==> config.mk <==
export PLATFORM = sky130hd
export DESIGN_NAME = serial_add_sub_flat
export DESIGN_NICKNAME = d
export VERILOG_FILES = /design/src/rtl/serial_add_sub_if.sv /design/src/rtl/serial_add_sub.sv /design/src/flat_wrapper.sv
export SDC_FILE = /design/constraint.sdc
export NUM_CORES = 1
export LEC_CHECK = 0
export ABC_AREA = 1
export CAP_MARGIN = 20
export CORE_MARGIN = 4
export CORE_UTILIZATION = 54
export CTS_BUF_LIST = sky130_fd_sc_hd__clkbuf_8
export DETAILED_ROUTE_END_ITERATION = 16
export PLACE_DENSITY = 0.87
export SLEW_MARGIN = 0
export SYNTH_ARGS = -nofsm -noshare
export SYNTH_HDL_FRONTEND = slang
export SYNTH_SLANG_ARGS = --single-unit
==> constraint.sdc <==
create_clock -name clk -period 1.67 [get_ports clk]
set_clock_uncertainty 0.1 [all_clocks]
set_input_delay 0.334 -clock clk [delete_from_list [all_inputs] [get_ports clk]]
set_output_delay 0.334 -clock clk [all_outputs]
set_load 0.05 [all_outputs]
==> src/rtl/serial_add_sub_if.sv <==
// Bundles the request/result signals between a controller and the bit-serial adder/subtractor.
// Handshake: start is sampled only while busy=0; the operands and sub are taken on that edge, and
//   done pulses for exactly one cycle when result/carry_out/overflow hold the new, valid values.
interface serial_add_sub_if #(
    parameter int WIDTH = 8
);
    logic             start;
    logic             sub;
    logic [WIDTH-1:0] a;
    logic [WIDTH-1:0] b;
    logic             busy;
    logic             done;
    logic [WIDTH-1:0] result;
    logic             carry_out;
    logic             overflow;

    modport master (
        output start, sub, a, b,
        input  busy, done, result, carry_out, overflow
    );

    modport slave (
        input  start, sub, a, b,
        output busy, done, result, carry_out, overflow
    );
endinterface

==> src/rtl/serial_add_sub.sv <==
// Bit-serial WIDTH-bit adder/subtractor: one full-adder cell and a registered carry, LSB first.
// Subtraction adds ~b with the carry preset to 1; result and flags only change when entering DONE.
module serial_add_sub #(
    parameter int WIDTH = 8
) (
    input  logic              clk,
    input  logic              rst,
    serial_add_sub_if.slave   bus,
    output logic [1:0]        dbg_state
);
    localparam int CNT_W = $clog2(WIDTH + 1);
    localparam logic [CNT_W-1:0] LAST_BIT = CNT_W'(WIDTH - 1);

    localparam logic [1:0] ST_IDLE = 2'd0;
    localparam logic [1:0] ST_RUN  = 2'd1;
    localparam logic [1:0] ST_DONE = 2'd2;

    logic [1:0]       state_q, state_d;
    logic [WIDTH-1:0] op_a_q, op_a_d;
    logic [WIDTH-1:0] op_b_q, op_b_d;
    logic [WIDTH-1:0] acc_q, acc_d;
    logic             carry_q, carry_d;
    logic [CNT_W-1:0] cnt_q, cnt_d;
    logic [WIDTH-1:0] result_q, result_d;
    logic             carry_out_q, carry_out_d;
    logic             overflow_q, overflow_d;

    logic             sum_bit;
    logic             carry_next;

    // The single full-adder cell working on the current LSBs.
    assign sum_bit    = op_a_q[0] ^ op_b_q[0] ^ carry_q;
    assign carry_next = (op_a_q[0] & op_b_q[0]) | (op_a_q[0] & carry_q) | (op_b_q[0] & carry_q);

    always_comb begin
        state_d     = state_q;
        op_a_d      = op_a_q;
        op_b_d      = op_b_q;
        acc_d       = acc_q;
        carry_d     = carry_q;
        cnt_d       = cnt_q;
        result_d    = result_q;
        carry_out_d = carry_out_q;
        overflow_d  = overflow_q;

        case (state_q)
            ST_IDLE: begin
                if (bus.start) begin
                    op_a_d  = bus.a;
                    op_b_d  = bus.sub ? ~bus.b : bus.b;
                    carry_d = bus.sub;
                    cnt_d   = '0;
                    state_d = ST_RUN;
                end
            end
            ST_RUN: begin
                acc_d   = {sum_bit, acc_q[WIDTH-1:1]};
                op_a_d  = op_a_q >> 1;
                op_b_d  = op_b_q >> 1;
                carry_d = carry_next;
                cnt_d   = cnt_q + 1'b1;
                if (cnt_q == LAST_BIT) begin
                    // carry_q here is the carry into the MSB; carry_next is the carry out of it.
                    result_d    = {sum_bit, acc_q[WIDTH-1:1]};
                    carry_out_d = carry_next;
                    overflow_d  = carry_q ^ carry_next;
                    state_d     = ST_DONE;
                end
            end
            ST_DONE: begin
                state_d = ST_IDLE;
            end
            default: begin
                state_d = ST_IDLE;
            end
        endcase
    end

    always_ff @(posedge clk) begin
        if (rst) begin
            state_q     <= ST_IDLE;
            op_a_q      <= '0;
            op_b_q      <= '0;
            acc_q       <= '0;
            carry_q     <= 1'b0;
            cnt_q       <= '0;
            result_q    <= '0;
            carry_out_q <= 1'b0;
            overflow_q  <= 1'b0;
        end else begin
            state_q     <= state_d;
            op_a_q      <= op_a_d;
            op_b_q      <= op_b_d;
            acc_q       <= acc_d;
            carry_q     <= carry_d;
            cnt_q       <= cnt_d;
            result_q    <= result_d;
            carry_out_q <= carry_out_d;
            overflow_q  <= overflow_d;
        end
    end

    assign bus.busy      = (state_q != ST_IDLE);
    assign bus.done      = (state_q == ST_DONE);
    assign bus.result    = result_q;
    assign bus.carry_out = carry_out_q;
    assign bus.overflow  = overflow_q;
    assign dbg_state     = state_q;
endmodule

==> src/flat_wrapper.sv <==
// flat-port wrapper written by rule: the top's interface ports become plain ports
module serial_add_sub_flat 
#(
    parameter int WIDTH = 8
)
  (clk, rst, dbg_state, bus_start, bus_sub, bus_a, bus_b, bus_busy, bus_done, bus_result, bus_carry_out, bus_overflow);
  serial_add_sub_if #(.WIDTH(WIDTH)) bus_i ();
  input  logic clk;
  input  logic rst;
  output logic [1:0] dbg_state;
  input wire logic [$bits(bus_i.start)-1:0] bus_start;
  input wire logic [$bits(bus_i.sub)-1:0] bus_sub;
  input wire logic [$bits(bus_i.a)-1:0] bus_a;
  input wire logic [$bits(bus_i.b)-1:0] bus_b;
  output wire logic [$bits(bus_i.busy)-1:0] bus_busy;
  output wire logic [$bits(bus_i.done)-1:0] bus_done;
  output wire logic [$bits(bus_i.result)-1:0] bus_result;
  output wire logic [$bits(bus_i.carry_out)-1:0] bus_carry_out;
  output wire logic [$bits(bus_i.overflow)-1:0] bus_overflow;
  assign bus_i.start = bus_start;
  assign bus_i.sub = bus_sub;
  assign bus_i.a = bus_a;
  assign bus_i.b = bus_b;
  assign bus_busy = bus_i.busy;
  assign bus_done = bus_i.done;
  assign bus_result = bus_i.result;
  assign bus_carry_out = bus_i.carry_out;
  assign bus_overflow = bus_i.overflow;
  serial_add_sub #(.WIDTH(WIDTH)) u_core (.clk(clk), .rst(rst), .bus(bus_i), .dbg_state(dbg_state));
endmodule
After elaboration in Yosys (flattened, before gate mapping)
Cells that the tools add are included.
{"block": "totals", "in_bits": 20, "output_inout_bits": 14, "elab_cells": 42, "regBits": 41}
{"block": "op_classes", "muxes": 12, "n_reduce_logical": 6, "bitwise": 9, "eq_ne": 5, "addsub": 1}
{"op": "8-bit one-hot mux with 2 select lines", "count": 2}
{"op": "8-bit two-way mux", "count": 3}
{"op": "8-bit NOT", "count": 1}
{"op": "4-bit one-hot mux with 2 select lines", "count": 1}
{"op": "2-bit AND reduction", "count": 3}
{"op": "4-bit by 1-bit adder with 4-bit output, second input constant", "count": 1}
{"op": "4-bit by 3-bit equality test with 1-bit output, second input constant", "count": 1}
{"op": "2-bit two-way mux", "count": 2}
{"op": "4-bit two-way mux", "count": 1}
{"op": "2-bit one-hot mux with 2 select lines", "count": 1}
{"op": "2-bit nonzero test", "count": 2}
{"op": "1-bit AND", "count": 3}
{"op": "1-bit bitwise XOR", "count": 3}
{"op": "2-bit by 1-bit equality test with 1-bit output, second input constant", "count": 1}
{"op": "2-bit equality test, second input constant", "count": 1}
{"op": "2-bit logical NOT", "count": 1}
{"op": "2-bit by 1-bit != test with 1-bit output, second input constant", "count": 1}
{"op": "2-bit != test, second input constant", "count": 1}
{"op": "1-bit bitwise OR", "count": 2}
{"op": "1-bit one-hot mux with 2 select lines", "count": 1}
{"op": "1-bit two-way mux", "count": 1}

Logic depth before layout (Yosys ltp)
{"block": "logic_depth", "ltp_word": 4, "ltp_mapped": 8, "mapped_depth_nobuf": 7}

Least setup slack after synthesis
Ideal clock, no wire load.
{"block": "synth_path", "path_type": "register to output", "startpoint": "register u_core.state_q[1], in the netlist u_core.dbg_state[1]", "endpoint": "output bus_done", "path_slack_ns": -0.224, "t_arrival_ns": 1.460, "t_required_ns": 1.236, "n_path_buf": 0, "stages_incl_launch_ff": 3, "cell_sequence": "dfxtp_1 -> inv_2 -> nor2_1"}
{"block": "synth_between", "elab_chain_cells": 1}
{"element": "from (decl)", "line": "serial_add_sub.sv:18", "text": "logic [1:0] state_q, state_d;"}
{"element": "from (signal assigned)", "line": "serial_add_sub.sv:91", "text": "state_q <= state_d;"}
{"element": "2-bit equality test", "line": "serial_add_sub.sv:104", "text": "assign bus.done = (state_q == ST_DONE);"}
{"element": "to (decl)", "line": "flat_wrapper.sv:16", "text": "output wire logic [$bits(bus_i.done)-1:0] bus_done;"}
No other way between the ends.

Final worst setup path
Same ends and word-level chain as after synthesis.

==> impl_results.md <==
* Initial Utilization at 55.8%
* M1 WL at 1820 um
* Port Buffer Count at 33
* Clk pwr share at 39.1%
* CP Data Arrival Time at 1.08 ns
* Cell count after synthesis at 275
* WL met2 at 2020 um
* # Post-CTS Setup Buffers at 0
* Least-Margin Pin Slew at 0.481 ns
* Synth Register Bits at 40
* Syn avg cell area at 6.77 um^2
* FF-to-FF Start: u_core.cnt_q[0]
* Nets at 334
* Most common cell in the netlist: nand2_1
* First-pass GRT wire length at 7080 um
* Final Wtd Congestion at 0.802
* Number of diodes at 0
* Grt ovf at 0
* Setup crit start: u_core.dbg_state[1]
* HP Start: u_core.acc_q[4]
* Synthesis Warnings at 0
* Async set or reset register ratio after synthesis at 0%
* Non-filler instance count after layout at 359
* Seq/Total Area, Yosys at 43.0%
* Cell variety after synth at 20
* Total Wirelength at 4080 um
* Via/cell ratio at 4.98
* # clock sinks at 40
* Sequential power share at 47.0%
* Core area at 3340 um^2
* Antenna violations before repair at 0
* Max frequency at 662 MHz
* Cell accounting for the most synthesized area: dfxtp_1
* Initial DRC count at 70
* Worst Setup End Kind: primary output
* I/O pins at 34
* HPWL after DPL at 2930 um
* Post-synth EDFFs at 0
* VDD IR max at 510 uV
* Final ANT Viol Nets at 0
* Hold crit path type: reg -> reg
* Top sig layer: met4
* Switching portion of total power at 24.4%
* Pin count of the biggest net entering global routing at 28
* Die area at 4450 um^2
* # fillers at 254
* GRT Total Usage at 20.6%
* Crit-path max FO at 4
* Max-cap violations at 0
* Clk Latency, worst-skew pair at 0.29 ns
* Switch Pwr at 533 uW
* Post-cts sizing count at 0
* Vias in the first global route at 1674
* Critical Path Source Type: flop
* Worst rel slew slack at 67.9%
* Drt drc at 0
* Vias at 1787
* Mapped Area at 1860 um^2
* Placed Area at 2380 um^2
* Comb pwr share at 13.8%
* Proportion of layout cells with a drive suffix above 1 at 12.8%
* Met3 routed WL at 183 um
* RSZ-0062 raised after global routing: no
* Status: complete, no violations
* CTS Hold Buffers Added at 0
* Die Span X at 66.7 um
* Reg area at 803 um^2
* Area Overhead vs Synth at 34.6%
* LEAKAGE at 0.00114 uW
* Root buf cell: clkbuf_8
* Commonest cells post-synth: 88 x nand2_1, 50 x nor2_1, 40 x dfxtp_1, 32 x nand3_1, 22 x inv_1
* Count of final hold-check violations at 0
* Pre-antenna DRT Iters at 4
* H-tree levels at 2
* Tmin final at 1.51 ns
* Internal power at 1660 uW
* Slew Viols, Final at 0
* Die Ht at 66.7 um
* Pwr per Cell Area at 874 nW/um^2
* R2r setup slk at 0.25 ns
* Post-Syn Nets at 297
* Multi-input gate area at 898 um^2
* Longest Clk Path Bufs at 2
* Ys flop type: dfxtp_1
* WP data required at 1.24 ns
* Final instance area at 2500 um^2
* CTS tree: done
* Placed cells at 351
* CTS clk-pin slew, worst paths at 0.08 ns
* Site Rows at 21
* # setup viols final at 0
* Yosys top cell area share at 43.0%
* Top cells by area, synth: dfxtp_1 43%, nand2_1 18%, nor2_1 10%, nand3_1 8.6%, inv_1 4.4%
* WL/cell at 11.4 um
* Final Cycle Share at 90.4%
* Cts bufs inserted at 5
* Kind of critical path: reg -> out
[through the flow]
step	hold WS (ns)	setup WS (ns)	setup TNS (ns)	total power [uW]	utilization, %
after floorplan	0.296	0.144	0	1240	-
after global placement	0.349	0.0570	0	1340	71.2
after detailed placement	0.351	-0.00663	-0.00663	1350	71.2
after CTS	0.362	0.145	0	2200	75.0
after global routing	0.403	0.104	0	2280	75.0
final	0.363	0.160	0	2190	75.0
[final timing paths]
path                                        endpoint  cells after the start
worst max-delay path                        bus_done                      3
worst min-delay path            u_core.bus.result[3]                      2
worst max register to register  u_core.bus.result[0]                      6
worst min register to register  u_core.bus.result[3]                      2
[state kept, by name (all words and copies together), names as in the netlist]
register	flops
u_core.op_b_q	8
u_core.bus.overflow	1
u_core.cnt_q	4
u_core.dbg_state	2
u_core.bus.result	8
u_core.acc_q	7
u_core.op_a_q	8
u_core.bus.carry_out	1
u_core.carry_q	1
[logic make-up after synthesis]
family                     after synthesis  share of synthesized area [%]
DFF                                     40                           43.0
buffers and inverters                   34                           8.81
AOI/OAI and AO/OA                       21                           5.65
adders and majority gates                2                           1.75
xor gates and xnor gates                 2                          0.942
and+or+nand+nor                        176                           39.8
[power by group through the flow]
| stage | logic [uW] | registers [uW] | clock network (uW) |
|---|---|---|---|
| finish | 302 | 1030 | 857 |
| floorplan | 194 | 1050 | 0 |
| global placement | 291 | 1050 | 0 |
| detailed placement | 299 | 1050 | 0 |
| CTS | 302 | 1030 | 870 |
| global route | 340 | 1030 | 904 |
[worst max-delay path, stage by stage, from the launching register on]
cell and delay [ns]:
dfxtp_2 0.40, inv_2 0.09, nor2_2 0.14, buf_12 0.15
[cells in the final DEF, fill, tap and decap left out, drive strengths merged, types with 7 or more instances in the layout]
cell / n
nand2: 91
o21ai: 8
nand3: 32
dfxtp: 40
a21oi: 13
inv: 24
clkdlybuf4s50: 19
nor2: 53
buf: 21
clkbuf: 7
[area by class of cell]
class / count / share of cell area, %
clock inverters: 1 / 1.20
multi-input cells: 201 / 35.9
well taps: 46 / 2.30
inverters: 24 / 3.80
flip-flops and latches: 40 / 32.1
clock buffers: 7 / 3.85
repair buffers: 40 / 20.9
[routing by layer]
layer | GRT usage (%) | up-vias
met5 | 0 | -
met4 | 7.36 | 0
met3 | 5.56 | 6
met2 | 36.4 | 37
met1 | 23.5 | 818
li1 | - | 926
Power figures use the tool's default switching activity.
